File: src/rtl/pc_fetch_unit.sv
// Instruction-fetch stage: PC, req/gnt/rvalid fetch, next-PC select, misalign trap.
// Optional counters (cycle/retire/stall) enabled with FETCH_PERF_CNT_EN.
module pc_fetch_unit #(
    parameter int                ADDR_W   = 32,
    parameter logic [ADDR_W-1:0] RESET_PC = '0
) (
    input  logic              clk,
    input  logic              rstn,
    output logic              imem_req,
    output logic [ADDR_W-1:0] imem_addr,
    input  logic              imem_gnt,
    input  logic              imem_rvalid,
    input  logic [31:0]       imem_rdata,
    output logic [31:0]       inst,
    output logic [ADDR_W-1:0] inst_pc,
    output logic [ADDR_W-1:0] pc_plus4,
    output logic              inst_valid,
    input  logic              exec_done,
    input  logic [2:0]        npc_op,
    input  logic [ADDR_W-1:0] imm,
    input  logic [ADDR_W-1:0] rs1_data,
`ifdef FETCH_PERF_CNT_EN
    output logic [31:0]       cycle_cnt,
    output logic [31:0]       retire_cnt,
    output logic [31:0]       stall_cnt,
`endif
    output logic              trap,
    output logic [ADDR_W-1:0] trap_addr
);

    typedef enum logic [2:0] {
        S_BOOT,
        S_REQ,
        S_WAIT,
        S_ISSUE,
        S_TRAP
    } state_t;

    localparam logic [31:0] NOP = 32'h0000_0013;

    state_t            r_state;
    logic [ADDR_W-1:0] r_pc;
    logic [ADDR_W-1:0] r_inst_pc;
    logic [31:0]       r_inst;
    logic              r_req;
    logic              r_valid;
    logic              r_trap;
    logic [ADDR_W-1:0] r_trap_addr;

    logic              w_is_br;
    logic              w_is_jalr;
    logic [ADDR_W-1:0] w_jalr_sum;
    logic [ADDR_W-1:0] w_target;
    logic              w_misalign;
    logic              w_capture;

    always_comb begin
        w_is_br    = (npc_op == 3'b001) || (npc_op == 3'b010);
        w_is_jalr  = (npc_op == 3'b100);
        w_jalr_sum = rs1_data + imm;
        w_target   = r_pc + ADDR_W'(4);
        unique case (1'b1)
            w_is_br:   w_target = r_inst_pc + imm;
            w_is_jalr: w_target = {w_jalr_sum[ADDR_W-1:1], 1'b0};
            default:   w_target = r_pc + ADDR_W'(4);
        endcase
        w_misalign = (w_target[1:0] != 2'b00);
    end

    // rvalid only counts alongside gnt in REQ, or in WAIT
    assign w_capture = ((r_state == S_REQ) && imem_gnt && imem_rvalid) ||
                       ((r_state == S_WAIT) && imem_rvalid);

    always_ff @(posedge clk or negedge rstn) begin
        if (!rstn) begin
            r_state     <= S_BOOT;
            r_pc        <= RESET_PC;
            r_inst_pc   <= RESET_PC;
            r_inst      <= NOP;
            r_req       <= 1'b0;
            r_valid     <= 1'b0;
            r_trap      <= 1'b0;
            r_trap_addr <= '0;
        end else begin
            if (w_capture) begin
                r_inst    <= imem_rdata;
                r_inst_pc <= r_pc;
            end
            unique case (r_state)
                S_BOOT: begin
                    r_state <= S_REQ;
                    r_req   <= 1'b1;
                end
                S_REQ: begin
                    if (imem_gnt) begin
                        r_req <= 1'b0;
                        if (imem_rvalid) begin
                            r_state <= S_ISSUE;
                            r_valid <= 1'b1;
                        end else begin
                            r_state <= S_WAIT;
                        end
                    end
                end
                S_WAIT: begin
                    if (imem_rvalid) begin
                        r_state <= S_ISSUE;
                        r_valid <= 1'b1;
                    end
                end
                S_ISSUE: begin
                    if (exec_done) begin
                        r_valid <= 1'b0;
                        if (w_misalign) begin
                            r_state     <= S_TRAP;
                            r_trap      <= 1'b1;
                            r_trap_addr <= w_target;
                        end else begin
                            r_state <= S_REQ;
                            r_pc    <= w_target;
                            r_req   <= 1'b1;
                        end
                    end
                end
                S_TRAP: begin
                    r_state <= S_TRAP;
                end
                default: begin
                    r_state <= S_BOOT;
                    r_req   <= 1'b0;
                    r_valid <= 1'b0;
                end
            endcase
        end
    end

    assign imem_req   = r_req;
    assign imem_addr  = r_pc;
    assign inst       = r_inst;
    assign inst_pc    = r_inst_pc;
    assign pc_plus4   = r_inst_pc + ADDR_W'(4);
    assign inst_valid = r_valid;
    assign trap       = r_trap;
    assign trap_addr  = r_trap_addr;

`ifdef FETCH_PERF_CNT_EN
    logic [31:0] r_cycle_cnt;
    logic [31:0] r_retire_cnt;
    logic [31:0] r_stall_cnt;

    always_ff @(posedge clk or negedge rstn) begin
        if (!rstn) begin
            r_cycle_cnt  <= '0;
            r_retire_cnt <= '0;
            r_stall_cnt  <= '0;
        end else begin
            r_cycle_cnt <= r_cycle_cnt + 32'd1;
            if ((r_state == S_ISSUE) && exec_done && !w_misalign)
                r_retire_cnt <= r_retire_cnt + 32'd1;
            if (((r_state == S_REQ) && !imem_gnt) || (r_state == S_WAIT))
                r_stall_cnt <= r_stall_cnt + 32'd1;
        end
    end

    assign cycle_cnt  = r_cycle_cnt;
    assign retire_cnt = r_retire_cnt;
    assign stall_cnt  = r_stall_cnt;
`endif

endmodule

File: config.mk
export PLATFORM = sky130hd
export DESIGN_NAME = pc_fetch_unit
export DESIGN_NICKNAME = d
export VERILOG_FILES = /design/src/rtl/pc_fetch_unit.sv
export SDC_FILE = /design/constraint.sdc
export NUM_CORES = 1
export LEC_CHECK = 0
export BUFFER_PORTS_ARGS = -buffer_cell sky130_fd_sc_hd__buf_2
export CAP_MARGIN = 20
export CORE_UTILIZATION = 35
export CTS_CLUSTER_DIAMETER = 80
export DETAILED_ROUTE_END_ITERATION = 7
export PLACE_DENSITY = 0.67
export SLEW_MARGIN = 10
export SYNTH_ARGS = -nofsm -noshare
export SYNTH_HDL_FRONTEND = slang
export SYNTH_SLANG_ARGS = --single-unit
File: constraint.sdc
create_clock -name clk -period 4 [get_ports clk]
set_input_delay 0.2 -clock clk [delete_from_list [all_inputs] [get_ports clk]]
set_output_delay 0.2 -clock clk [all_outputs]
set_load 0.1 [all_outputs]
==> out/qor.yml, run 1 <==
cts-resized-gates: 0
dr.pass1.iters: 5
syn_area_um2: 10100
crit_type: "register to register"
synth-edff-count: 0
clock_skew_ps: 11.2
setup_viol: 0
critical_path_peak_fanout: 5
drt_wl_total_mm: 36.3
cts_setup_buffers: 0
cp_cell_sequence: "ha_1, a21oi_1, o21ai_0, a211oi_1, or3_1, a311oi_1, a31o_2, a211oi_1, a21oi_1"
drt_iter0_drc: 876
clk_pin_slew_ps: 60
grt_overflow: 0
start_kind: "register"
yosysWarnings: 0
required_ps: 4280
status: "finished clean"
rr_worst_depth: 9
drive_gt1_share_pct: 30.2
core_um2: 28100
route.antenna.remaining_nets: 0
syn_nets: 1292
vias_per_cell: 5.62
hold_buffers: 14
cts_tree: "yes"
via_count: 10000
crit_arrival_ps: 3710
syn_inst: 1123
slowest_delay_ps: 610
grtUsageTotal_pct: 24.4
dp_hpwl_mm: 28.3
cp.depth: 9
cts_root_buffer: "clkbuf_16"
antenna_found_initial: 1
rsz0062_at_grt: "no"
cts_buffers: 17
numPortBuffers: 266
cts_buffer_depth: 2
die_area_um2: 29500
place_congestion: 0.972
finalHoldViolCount: 0
fillers: 2849
fmax_mhz: 292
endpoint_kind: "register"
cap_violations: 0
insertedDiodeCount: 0
ctsHtreeMaxLevel: 4
die_h_um: 172
clkLatencyLatePin_ps: 420
fin_setup_tns_ps: 0
min_path_type: "input port to register"
drcViolationCount: 0
yosys_register_bits: 134
slew_viol_final: 0
cts.sinks: 134
crit_buf_inv: 0
area_growth_pct: 25.1
final_util_pct: 44.9
num_io_pins: 267
first_global_vias: 9369
syn-mean-instance-area_um2: 8.98
die-width_um: 172
wire_per_inst_um: 20.3
yosysSeqAreaShare_pct: 33.3
ys.flop_type: "dfrtp_1"
worst_pin_slew_ps: 771
fin_crit_sh_pct: 85.7
grt_start_max_net_pins: 112
synth.distinct_cells: 72
grt_first_pass_wirelength_mm: 54.2
min_path_cells: 2
path_delay_family: "compound AO/OA/AOI/OAI gates"
layout.nets: 1562
async_flop_share_pct: 100
rows: 61
fin_crit_ps: 3430
slew_headroom_pct: 47.3
initial_utilization_pct: 35.9
slowest_stage: "a211oi_1"
-- registers in the layout, summed over array words and instances, names as in the netlist --
signal and flops:
imem_addr 32, imem_req 1, inst 32, inst_pc 32, inst_valid 1, r_state 3
trap 1, trap_addr 32
-- synthesized netlist by cell type (21+ instances only) --
library cell  count  area [um^2]
xnor2_1          56          490
nand2_1          78          293
a21oi_1         118          591
nand4_1          30          188
ha_1             63          788
nor2_1          110          413
inv_1            21         78.8
dfrtp_1         131         3280
and3_1           24          150
nand3_1          43          215
xor2_1           42          368
clkbuf_1         32          120
mux2_2           72          811
o21ai_0          45          225
-- worst paths after layout --
path	from	end	slack (ps)
max in group asynchronous	rstn	inst[4]$_DFFE_PN1P_	2990
worst max-delay path	inst_pc[8]$_DFFE_PN0P_	imem_addr[27]$_DFFE_PN0P_	570
min in group asynchronous	rstn	inst_pc[22]$_DFFE_PN0P_	280
worst min register to register	trap$_DFFE_PN0P_	trap$_DFFE_PN0P_	460
worst max register to register	inst_pc[8]$_DFFE_PN0P_	imem_addr[27]$_DFFE_PN0P_	570
worst min-delay path	imem_rdata[13]	inst[13]$_DFFE_PN0P_	10
-- cell families (layout without fill, tap and decap cells) --
kind of cell	Yosys count	in the layout	share of synthesized area [%]
fa+ha+maj	65	65	8.21
xor+xnor	98	98	8.51
simple gates	363	363	17.5
flops	134	134	33.3
mux	79	79	8.73
compound gates	310	310	20.1
buf+inv	74	357	3.77
-- metal layers --
layer  share of wire (%)  global-route usage [%]  up-vias
met5                   0                       0        -
met4                 2.3                    7.96        0
met3                 8.6                    5.36       46
met2                  43                    36.0      421
met1                  46                    35.1     4860
li1                    -                       -     4695
-- placed cells by master (no fill, tap or decap), types with 18 or more instances in the layout --
| cell type | netlist | layout |
|---|---|---|
| buf_2 | 4 | 265 |
| dfrtp_1 | 131 | 131 |
| a21oi_1 | 118 | 118 |
| nor2_1 | 110 | 110 |
| nand2_1 | 78 | 78 |
| mux2_2 | 72 | 72 |
| ha_1 | 63 | 63 |
| xnor2_1 | 56 | 49 |
| o21ai_0 | 45 | 45 |
| nand3_1 | 43 | 43 |
| xor2_1 | 42 | 42 |
| nand4_1 | 30 | 30 |
| and3_1 | 24 | 24 |
| buf_4 | 5 | 22 |
| inv_1 | 21 | 21 |
| nor3_1 | 19 | 18 |
-- through the flow --
step / worst slack, ps / hold slack, ps / std cells / area (um^2)
final: 572 / 11.2 / 1784 / 12600
after global routing: 482 / 0.236 / 1784 / 12600
after CTS: 669 / 0.0401 / 1783 / 12600
after detailed placement: 615 / 408 / 1737 / 11900
after global placement: 635 / 407 / 1737 / 11900
after floorplan: 176 / -95.6 / 1123 / 10100
-- area by class of cell --
class                   count  area [um^2]  share of cell area [%]
flip-flops and latches    134         3360                    26.6
repair buffers            304         1690                    13.4
multi-input cells         915         6420                    50.9
inverters                  21         78.8                   0.625
clock buffers              19          453                    3.59
clock inverters            13          148                    1.17
well taps                 378          473                    3.75
Power of run 1 is not shown: default switching activity piles up to over one toggle a cycle in this logic, so the estimate is an artifact.
==> run 2, diff against run 1 <==
Settings changed: PLACE_DENSITY 0.67 to 0.59.
==> run 2 against run 1 <==
The flow now finishes with violations (DRC). Clock skew is 1.5 ps higher. Non-clock buffer count down 7. Design area fell by 0.96%. Wire length down 2.9%. First-iteration DRC count down 1.0%. Worst hold slack improved by 5.7 ps. Utilization decreased by 0.43 points. Cell count shrank 0.39%. Critical path depth unchanged. Worst setup slack got worse by 60 ps. Largest cell class unchanged. Highest routed layer unchanged.
==> out/qor.yml, run 2 (same netlist as run 1, synthesis figures left out) <==
finalNonFillerCells: 1777  # -0.39%
final_common_cell: "buf_2"
cts_buffer_depth: 2  # unchanged
fmax_mhz: 287  # -1.7%
fin_crit_ps: 3490  # +59.7 ps
rows: 61  # unchanged
cts.sinks: 134  # unchanged
first_global_vias: 9292  # -0.82%
die_h_um: 172  # unchanged
drive_gt1_share_pct: 30.5  # +0.29 points
drt_iter0_drc: 867  # -1.0%
grt_start_max_net_pins: 63  # -44%
dp_hpwl_mm: 27.8  # -1.7%
endpoint_kind: "register"
violations: "DRC"
cap_violations: 0  # unchanged
slew_viol_final: 0  # unchanged
fin_setup_tns_ps: 0  # unchanged
clkLatencyLatePin_ps: 420  # about the same
layout.nets: 1555  # -0.45%
required_ps: 4260  # -20 ps
vias_per_cell: 5.53  # -1.6%
drt_wl_total_mm: 35.2  # -2.9%
min_path_type: "input port to register"
antenna_found_initial: 0  # -1
clock_skew_ps: 12.7  # +1.53 ps
place_congestion: 0.931  # -4.2%
wire_per_inst_um: 19.8  # -2.5%
finalHoldViolCount: 0  # unchanged
crit_type: "register to register"
slew_headroom_pct: 45.7  # -1.6 points
numPortBuffers: 266  # unchanged
critical_path_peak_fanout: 5  # unchanged
worst_pin_slew_ps: 793  # +22.8 ps
cts_setup_buffers: 0  # unchanged
num_io_pins: 267  # unchanged
cts_buffers: 17  # unchanged
rsz0062_at_grt: "no"
route.antenna.remaining_nets: 0  # unchanged
cts_tree: "yes"
fin_crit_sh_pct: 87.2  # +1.5 points
die-width_um: 172  # unchanged
dp.cells: 1739  # +0.12%
die_area_um2: 29500  # unchanged
cts_root_buffer: "clkbuf_16"
area_growth_pct: 23.9
grt_overflow: 0  # unchanged
clk_pin_slew_ps: 70  # about the same
crit_arrival_ps: 3750  # +40 ps
fillers: 2863  # +0.49%
drcViolationCount: 1  # +1
core_um2: 28100  # unchanged
grt_first_pass_wirelength_mm: 53.3  # -1.8%
final_util_pct: 44.5  # -0.43 points
initial_utilization_pct: 35.9  # unchanged
insertedDiodeCount: 0  # unchanged
final_cell_mix: "buf_2 (265), dfrtp_1 (131), a21oi_1 (118)"
start_kind: "register"
dr.pass1.iters: 8  # +3
via_count: 9826  # -2.0%
grtUsageTotal_pct: 23.9  # -0.52 points
setup_viol: 0  # unchanged
ctsHtreeMaxLevel: 4  # unchanged
status: "complete, but fails checks"
holdWs_ps: 16.9  # +5.72 ps
[run 2: cell type report]
type                       instances  area, um^2  share of cell area (%)
timing repair buffer             297        1600                    12.8
multi-input combinational        915        6420                    51.4
clock buffer                      17         425                    3.40
inverter                          21        78.8                   0.631
sequential                       134        3360                    26.9
clock inverter                    15         145                    1.16
tap                              378         473                    3.78
[run 2: repair_timing]
| item | in CTS | in global routing |
|---|---|---|
| hold buffers | 1 | 4 |
| gates resized for setup | 0 | 0 |
| endpoints found under the setup margin | 0 | 0 |
| endpoints found under the hold margin | 58 | 4 |
[run 2: per-layer routing]
layer | wire length, um | vias to the layer above | share of wire, % | track usage, %
met5 | 0 | - | 0 | 0
met2 | 15200 | 380 | 43 | 35.3
met4 | 584 | 0 | 1.7 | 6.31
li1 | - | 4674 | - | -
met1 | 16600 | 4735 | 47 | 35.0
met3 | 2850 | 37 | 8.1 | 4.86
[run 2: worst paths after layout]
kind	slack [ps]	cells after the start	to	from
min in group asynchronous	330	2	inst_pc[27]$_DFFE_PN0P_	rstn
max	510	9	trap_addr[27]$_DFFE_PN0P_	inst_pc[8]$_DFFE_PN0P_
min reg2reg	490	1	trap$_DFFE_PN0P_	trap$_DFFE_PN0P_
max in group asynchronous	2690	3	imem_addr[0]$_DFFE_PN0P_	rstn
max reg2reg	510	9	trap_addr[27]$_DFFE_PN0P_	inst_pc[8]$_DFFE_PN0P_
min	20	2	inst[31]$_DFFE_PN0P_	imem_rdata[31]
[run 2: critical path, cell delays in order, from the launching register on]
cell	delay, ps
dfrtp_1	490
ha_1	410
a21oi_1	290
o21ai_0	260
a211oi_1	540
or3_1	330
a311oi_1	120
a31o_2	240
a211oi_1	510
a21oi_1	130
[run 2: through the flow]
| stage | worst slack, ps | area, um^2 |
|---|---|---|
| 3_3_place_gp | 519 | 11900 |
| 3_5_place_dp | 480 | 11900 |
| 4_1_cts | 454 | 12400 |
| 2_1_floorplan | 176 | 10100 |
| 5_1_grt | 369 | 12500 |
| 6_report | 513 | 12500 |
Power of run 2 is left out for the same reason.
==> run 3, diff against run 2 <==
Settings changed: HOLD_SLACK_MARGIN set to 0.05, SLEW_MARGIN 10 to not set.
==> run 3 against run 2 <==
The run now ends clean. Global-route usage is 0.36 points higher. Wire length rose by 1.3%. Non-clock buffer count is 28 higher. First-iteration DRC count is 6.9% lower. Design area grew 2.2%. Sequential share of layout area fell by 0.59 points. Utilization rose by 1.0 points. Largest cell class unchanged. Cell count up 1.6%. Fmax down 0.11%. Flip-flop and latch count unchanged. Register-to-register slack hardly changed.
==> out/qor.yml, run 3 (same netlist as run 1, synthesis figures left out) <==
clock_skew_ps: 14.5  # +1.80 ps
numPortBuffers: 266  # unchanged
cts_tree: "yes"
final_cell_mix: "buf_2 (265), dfrtp_1 (131), a21oi_1 (118)"
grt_use_met1_pct: 35.2  # +0.17 points
fin_area_um2: 12800  # +2.2%
initial_utilization_pct: 35.9  # unchanged
insertedDiodeCount: 0  # unchanged
status: "finished clean"
route.antenna.remaining_nets: 0  # unchanged
drive_gt1_share_pct: 29.9  # -0.60 points
dr.pass1.iters: 8  # unchanged
final_common_cell: "buf_2"
drcViolationCount: 0  # -1
dp_hpwl_mm: 27.8  # unchanged
drt_iter0_drc: 807  # -6.9%
hp-start: "imem_rvalid"
drt_wl_total_mm: 35.7  # +1.3%
place_area_um2: 11900  # unchanged
fin_setup_tns_ps: 0  # unchanged
cts.sinks: 134  # unchanged
num_io_pins: 267  # unchanged
critical_path_peak_fanout: 5  # unchanged
via_count: 9916  # +0.92%
grt_start_max_net_pins: 63  # unchanged
min_path_cells: 3  # +1
clk_pin_slew_ps: 70  # about the same
finalNonFillerCells: 1805  # +1.6%
vias_per_cell: 5.49  # -0.65%
rows: 61  # unchanged
fin_crit_sh_pct: 87.3  # +0.093 points
r2r_start: "inst_pc[8]$_DFFE_PN0P_"
ctsHtreeMaxLevel: 4  # unchanged
fmax_mhz: 286  # -0.11%
setup_viol: 0  # unchanged
min_path_type: "input port to register"
core_um2: 28100  # unchanged
start_kind: "register"
rr_worst_depth: 9  # unchanged
worst_pin_slew_ps: 847  # +53.2 ps
hold_end: "r_state[0]$_DFFE_PN0P_"
r2r_end: "trap_addr[27]$_DFFE_PN0P_"
area_growth_pct: 26.7
use_met3_pct: 4.88  # +0.023 points
wire_per_inst_um: 19.8  # -0.24%
cap_violations: 0  # unchanged
clkLatencyLatePin_ps: 420  # about the same
finalHoldViolCount: 0  # unchanged
grt_first_pass_wirelength_mm: 54.1  # +1.5%
slew_viol_final: 0  # unchanged
cts_buffers: 17  # unchanged
rrSetupSlack_ps: 510  # about the same
cts_root_buffer: "clkbuf_16"
first_global_vias: 9480  # +2.0%
use_met2_pct: 36.3  # +1.0 points
antenna_found_initial: 0  # unchanged
required_ps: 4260  # about the same
busiest_layer: "met2"
layout.nets: 1583  # +1.8%
die_h_um: 172  # unchanged
slew_headroom_pct: 42.1  # -3.6 points
crit_type: "register to register"
grt_overflow: 0  # unchanged
die_area_um2: 29500  # unchanged
rsz0062_at_grt: "no"
place_congestion: 0.931  # unchanged
endpoint_kind: "register"
cts_buffer_depth: 2  # unchanged
dp.cells: 1739  # unchanged
cts_setup_buffers: 0  # unchanged
die-width_um: 172  # unchanged
crit_arrival_ps: 3750  # about the same
fin_crit_ps: 3490  # +3.74 ps
grtUsageTotal_pct: 24.3  # +0.36 points
-- run 3: cell count changes in the layout (fill, tap and decap cells not counted) --
cell	before	now
dlygate4sd3_1	5	33
-- run 3: how the worst max path moves through the flow --
stage	startpoint	end	depth (start not counted)
after global placement	inst_pc[0]$_DFFE_PN0P_	trap_addr[30]$_DFFE_PN0P_	9
after floorplan	inst_pc[3]$_DFFE_PN0P_	pc_plus4[24]	5
after detailed placement	inst_pc[0]$_DFFE_PN0P_	trap_addr[30]$_DFFE_PN0P_	9
final	inst_pc[8]$_DFFE_PN0P_	trap_addr[27]$_DFFE_PN0P_	9
after global routing	inst_pc[0]$_DFFE_PN0P_	imem_addr[20]$_DFFE_PN0P_	11
after CTS	inst_pc[0]$_DFFE_PN0P_	trap_addr[30]$_DFFE_PN0P_	9
-- run 3: critical path, stage by stage (launching register included) --
cell and delay [ps]:
dfrtp_1 500, ha_1 410, a21oi_1 280, o21ai_0 250, a211oi_1 540, or3_1 330, a311oi_1 130, a31o_2 250
a211oi_1 520, a21oi_1 130
-- run 3: final cells by class --
| class | instances | area (um^2) |
|---|---|---|
| Fill cell | 2839 | 15300 |
| Tap cell | 378 | 473 |
| Sequential cell | 134 | 3360 |
| Inverter | 21 | 78.8 |
| Clock inverter | 15 | 145 |
| Clock buffer | 17 | 425 |
| Timing Repair Buffer | 325 | 1880 |
| Multi-Input combinational cell | 915 | 6420 |
-- run 3: per-stage QoR --
stage | hold slack, ps | util (%) | worst slack, ps
after floorplan | -95.6 | - | 176
after global placement | 217 | 42.3 | 519
after detailed placement | 222 | 42.3 | 480
after CTS | 106 | 45.5 | 454
after global routing | 107 | 45.5 | 369
final | 115 | 45.5 | 509
-- run 3: what timing repair did --
action,4_1_cts,5_1_grt
endpoints found under the setup margin,0,0
hold buffers,33,0
endpoints found under the hold margin,90,0
resized for setup,0,0
-- run 3: metal layers --
metal  vias up  routed length, um  part of all wire (%)
met3        31               2780                   7.8
met1      4780              16700                    47
met5         -                  0                     0
li1       4731                  -                     -
met4         0                497                   1.4
met2       374              15700                    44
Power of run 3 is left out for the same reason.
